**src/rtl/half_adder.sv**
```systemverilog
// ---------------------------------------------------------------------------
// half_adder
//
// Purpose:
//   Bitwise half adder with WIDTH independent lanes. There is no carry
//   between lanes. For each lane i: S[i] = A[i] ^ B[i] and C[i] = A[i] & B[i].
//   S and C are combinational outputs. S_q and C_q are registered copies
//   with a one-cycle latency, qualified by out_valid.
//
// Optional feature (macro HALF_ADDER_STATS_EN):
//   When the macro is defined, the module adds a carry_cnt port and a
//   saturating counter. The counter counts captures in which any lane
//   produced a carry. When the macro is undefined, the port and the
//   counter are absent.
//
// Parameters:
//   WIDTH  number of independent lanes (>= 1)
//   CNT_W  width of the carry-event counter
//
// Ports:
//   S         out WIDTH  combinational sum, A ^ B
//   C         out WIDTH  combinational carry, A & B
//   A, B      in  WIDTH  operands
//   clk       in  1      rising-edge clock for the registered path
//   rst       in  1      asynchronous reset, active-high
//   in_valid  in  1      capture A/B results on the next rising edge
//   S_q, C_q  out WIDTH  registered sum / carry
//   out_valid out 1      S_q/C_q were captured on the most recent edge
//   carry_cnt out CNT_W  saturating carry-event count (stats build only)
// ---------------------------------------------------------------------------
module half_adder #(
  parameter int WIDTH = 1,
  parameter int CNT_W = 16
) (
  output logic [WIDTH-1:0] S,
  output logic [WIDTH-1:0] C,
  input  logic [WIDTH-1:0] A,
  input  logic [WIDTH-1:0] B,
  input  logic             clk,
  input  logic             rst,
  input  logic             in_valid,
  output logic [WIDTH-1:0] S_q,
  output logic [WIDTH-1:0] C_q,
  output logic             out_valid
`ifdef HALF_ADDER_STATS_EN
  ,
  output logic [CNT_W-1:0] carry_cnt
`endif
);

  // Combinational lanes: these do not depend on clk, rst or in_valid.
  assign S = A ^ B;
  assign C = A & B;

  logic [WIDTH-1:0] s_d;
  logic [WIDTH-1:0] c_d;
  logic             vld_d;

  always_comb begin
    s_d   = S_q;
    c_d   = C_q;
    vld_d = in_valid;
    if (in_valid) begin
      s_d = S;
      c_d = C;
    end
  end

  // Registered stage: capture on in_valid; otherwise hold the data and
  // drop the valid flag.
  always_ff @(posedge clk or posedge rst) begin
    if (rst) begin
      S_q       <= '0;
      C_q       <= '0;
      out_valid <= 1'b0;
    end else begin
      S_q       <= s_d;
      C_q       <= c_d;
      out_valid <= vld_d;
    end
  end

`ifdef HALF_ADDER_STATS_EN
  // Increment by one, but stick at all-ones instead of wrapping.
  function automatic logic [CNT_W-1:0] sat_inc(input logic [CNT_W-1:0] v);
    if (&v) sat_inc = v;
    else    sat_inc = v + 1'b1;
  endfunction

  logic [CNT_W-1:0] cnt_q;
  logic [CNT_W-1:0] cnt_d;

  always_comb begin
    cnt_d = cnt_q;
    if (in_valid && (|C)) cnt_d = sat_inc(cnt_q);
  end

  always_ff @(posedge clk or posedge rst) begin
    if (rst) cnt_q <= '0;
    else     cnt_q <= cnt_d;
  end

  assign carry_cnt = cnt_q;
`endif

endmodule

```
**config.mk**
```make
export PLATFORM = sky130hd
export DESIGN_NAME = half_adder
export DESIGN_NICKNAME = d
export VERILOG_FILES = /design/src/rtl/half_adder.sv
export SDC_FILE = /design/constraint.sdc
export NUM_CORES = 1
export LEC_CHECK = 0
export CELL_PAD_IN_SITES_DETAIL_PLACEMENT = 1
export CELL_PAD_IN_SITES_GLOBAL_PLACEMENT = 1
export CORE_AREA = 2 2 39 41
export CTS_CLUSTER_DIAMETER = 40
export CTS_CLUSTER_SIZE = 25
export DETAILED_ROUTE_END_ITERATION = 10
export DIE_AREA = 0 0 41 43
export HOLD_SLACK_MARGIN = 0.02
export PLACE_DENSITY_LB_ADDON = 0.1
export SETUP_SLACK_MARGIN = 0.3
export SLEW_MARGIN = 10
export SYNTH_ARGS = -nofsm -noshare
export SYNTH_HDL_FRONTEND = slang
export SYNTH_SLANG_ARGS = --single-unit
```
**constraint.sdc**
```tcl
create_clock -name clk -period 0.8 [get_ports clk]
set_input_delay 0.2 -clock clk [delete_from_list [all_inputs] [get_ports clk]]
set_output_delay 0.2 -clock clk [all_outputs]
set_load 0.005 [all_outputs]
```
==> run_results.csv, run 1 <==
group,metric,value,unit
setup_path,arrival,1070,ps
job,drv_cap,0,
power_and_ir_drop,irDropWorstVdd,0.000462,V
global_route,grt_pass1_vias,124,
setup_path,cp_max_fo,2,
route,drt_iter0_markers,0,
logic_synthesis,syn_area_per_cell,16.3,um2
cells_and_area,drive_gt1_share,70.8,%
clocking,tritoncts,"done",
placed_design,gp_congestion,0.546,
global_route,grt_first_pass_wirelength,531,um
route,routed_wl,351,um
logic_synthesis,yosys.area.top_type_share,65.9,%
clocking,cts_sinks,3,
sta,slew_violations,0,
logic_synthesis,synthTopCellsByArea,"dfrtp_1 (66%), mux2_2 (20%), ha_1 (11%), inv_1 (3.3%)",
setup_path,crit_type,"flip-flop to flip-flop",
cells_and_area,fill_cells,156,
cells_and_area,area_growth_syn_to_layout,164,%
route,vias,122,
sta,tightest_slew,155,ps
route,route.detailed.drc,0,
setup_path,end_kind,"flip-flop",
clocking,cts_inserted_buffers,3,
logic_synthesis,netlist_instances,7,
sta,hold_slack,139,ps
floorplanning,fp.coreArea,1380,um2
global_route,grt_max_degree,4,
floorplanning,io_pins,10,
sta,slew_headroom,89.6,%
placed_design,port_buffers,9,
logic_synthesis,syn_area,114,um2
clocking,root_buffer,"clkbuf_4",
floorplanning,start_util,8.23,%
logic_synthesis,synth_nets,13,
sta,rsz0062_at_grt,"yes",
setup_path,start_kind,"flip-flop",
route,wl_per_cell,8.78,um
worst_hold_path,hp-class,"input port to asynchronous set/reset pin",
global_route,antenna_found_initial,0,
cells_and_area,fin_nets,31,
cells_and_area,num_antenna_cells,0,
floorplanning,die_w,41,um
run_status,status,"finished with violations",
route,drt_pass1_iterations,1,
power_and_ir_drop,totalPowerFinal,0.579,mW
sta,fin_worst_skew,0,ps
global_route,track_usage,5.84,%
logic_synthesis,ys_warn_count,0,
floorplanning,rows,14,
sta,finalCritPeriodShare,119,%
sta,fmax,1050,MHz
sta,setup_viol,6,
sta,worst_slack,-156,ps
power_and_ir_drop,power_density,1930,nW/um2
sta,final-hold-violation-count,0,
setup_path,cp.required,920,ps
route,via_per_inst,3.05,
logic_synthesis,ys_ff_latch,3,
placed_design,pre_cts_ws,-830,ps
logic_synthesis,ys_seq_area_share,65.9,%
clocking,clock_latency,230,ps
run_status,violations,"setup timing",
clocking,htreeDepth,1,
sta,period_needed,956,ps
floorplanning,fp.dieH,43,um
clocking,clk_path_buf_depth,2,
route,antenna_left,0,
clocking,clkTransAtPathRegs,40,ps
logic_synthesis,yosys.area.top_type,"dfrtp_1",
floorplanning,dieArea,1760,um2
logic_synthesis,synth_cell_types,4,
power_and_ir_drop,leakagePower,0.155,nW
global_route,grt_overflow_total,0,
state kept, by name (all words and copies together), names as in the netlist:
name and flops:
C_q 1, S_q 1, out_valid 1
placed cells by master (no fill, tap or decap):
master,instances
clkbuf_1,1
mux2_2,1
clkdlybuf4s50_1,1
mux2_4,1
inv_1,1
dlymetal6s2s_1,1
buf_2,3
ha_4,1
buf_8,1
buf_4,2
buf_6,5
dfrtp_1,3
clkbuf_4,3
kinds of logic (layout without fill, tap and decap cells):
family / count (synthesis) / after routing / synth area share (%)
fa+ha+maj: 1 / 1 / 11.0
flops: 3 / 3 / 65.9
buf+inv: 1 / 18 / 3.29
mux: 2 / 2 / 19.8
synthesized netlist by cell type:
| cell type | number |
|---|---|
| inv_1 | 1 |
| mux2_2 | 2 |
| dfrtp_1 | 3 |
| ha_1 | 1 |
metal layers:
layer	share of wire (%)	global-route usage, %	up-vias	routed length [um]
li1	-	-	57	-
met5	0	0	-	0
met1	39	4.85	49	136
met3	22	7.33	2	77
met4	4.0	8.00	0	14
met2	35	5.31	14	122
where the power goes:
group	internal [mW]	leakage, nW	switching [mW]	total, mW
sequential	0.167	0.0362	0.00693	0.174
clock	0.187	0.0150	0.0794	0.266
combinational	0.101	0.104	0.0373	0.138
layout make-up:
| class | instances | area (um2) | share of cell area (%) |
|---|---|---|---|
| Inverter | 1 | 3.75 | 1.25 |
| Tap cell | 16 | 20.0 | 6.67 |
| Multi-Input combinational cell | 3 | 51.3 | 17.1 |
| Sequential cell | 3 | 75.1 | 25.0 |
| Clock buffer | 4 | 26.3 | 8.75 |
| Timing Repair Buffer | 13 | 124 | 41.3 |
worst max-delay path, stage by stage, from the launching register on:
cell and delay, ps:
dfrtp_1 370, buf_6 120, buf_6 100, mux2_4 250
repair_timing:
action,4_1_cts,5_1_grt
pin swaps,1,0
setup buffers,2,0
resized for setup,34,2
setup endpoints to repair,8,8
hold buffers,0,0
final timing paths:
kind	from	to	slack (ps)	depth (start not counted)
worst max-delay path	S_q	S_q	-160	3
worst min-delay path	rst	S_q	140	2
worst max register to register	S_q	S_q	-160	3
worst min register to register	C_q	C_q	590	2
max in group asynchronous	rst	out_valid	530	2
min in group clk	in_valid	out_valid	180	1
metrics by stage:
| step | setup TNS, ps | instances | util (%) | cell area [um2] |
|---|---|---|---|---|
| after global placement | -3380 | 34 | 18.4 | 255 |
| after floorplan | 0 | 7 | - | 130 |
| after CTS | -735 | 40 | 21.2 | 294 |
| final | -603 | 40 | 21.7 | 300 |
| after detailed placement | -3300 | 34 | 18.4 | 255 |
| after global routing | -759 | 40 | 21.7 | 300 |
(Power assumes the default switching activity.)
==> run 2, diff against run 1 <==
CTS_CLUSTER_SIZE = 8   (was 25)
==> results of run 2 <==
No change in the layout: final DEF, timing and power equal those of run 1.
==> run 3, diff against run 2 <==
CAP_MARGIN = 15   (was not set)
==> results of run 3 <==
No change in the layout: final DEF, timing and power equal those of run 1.
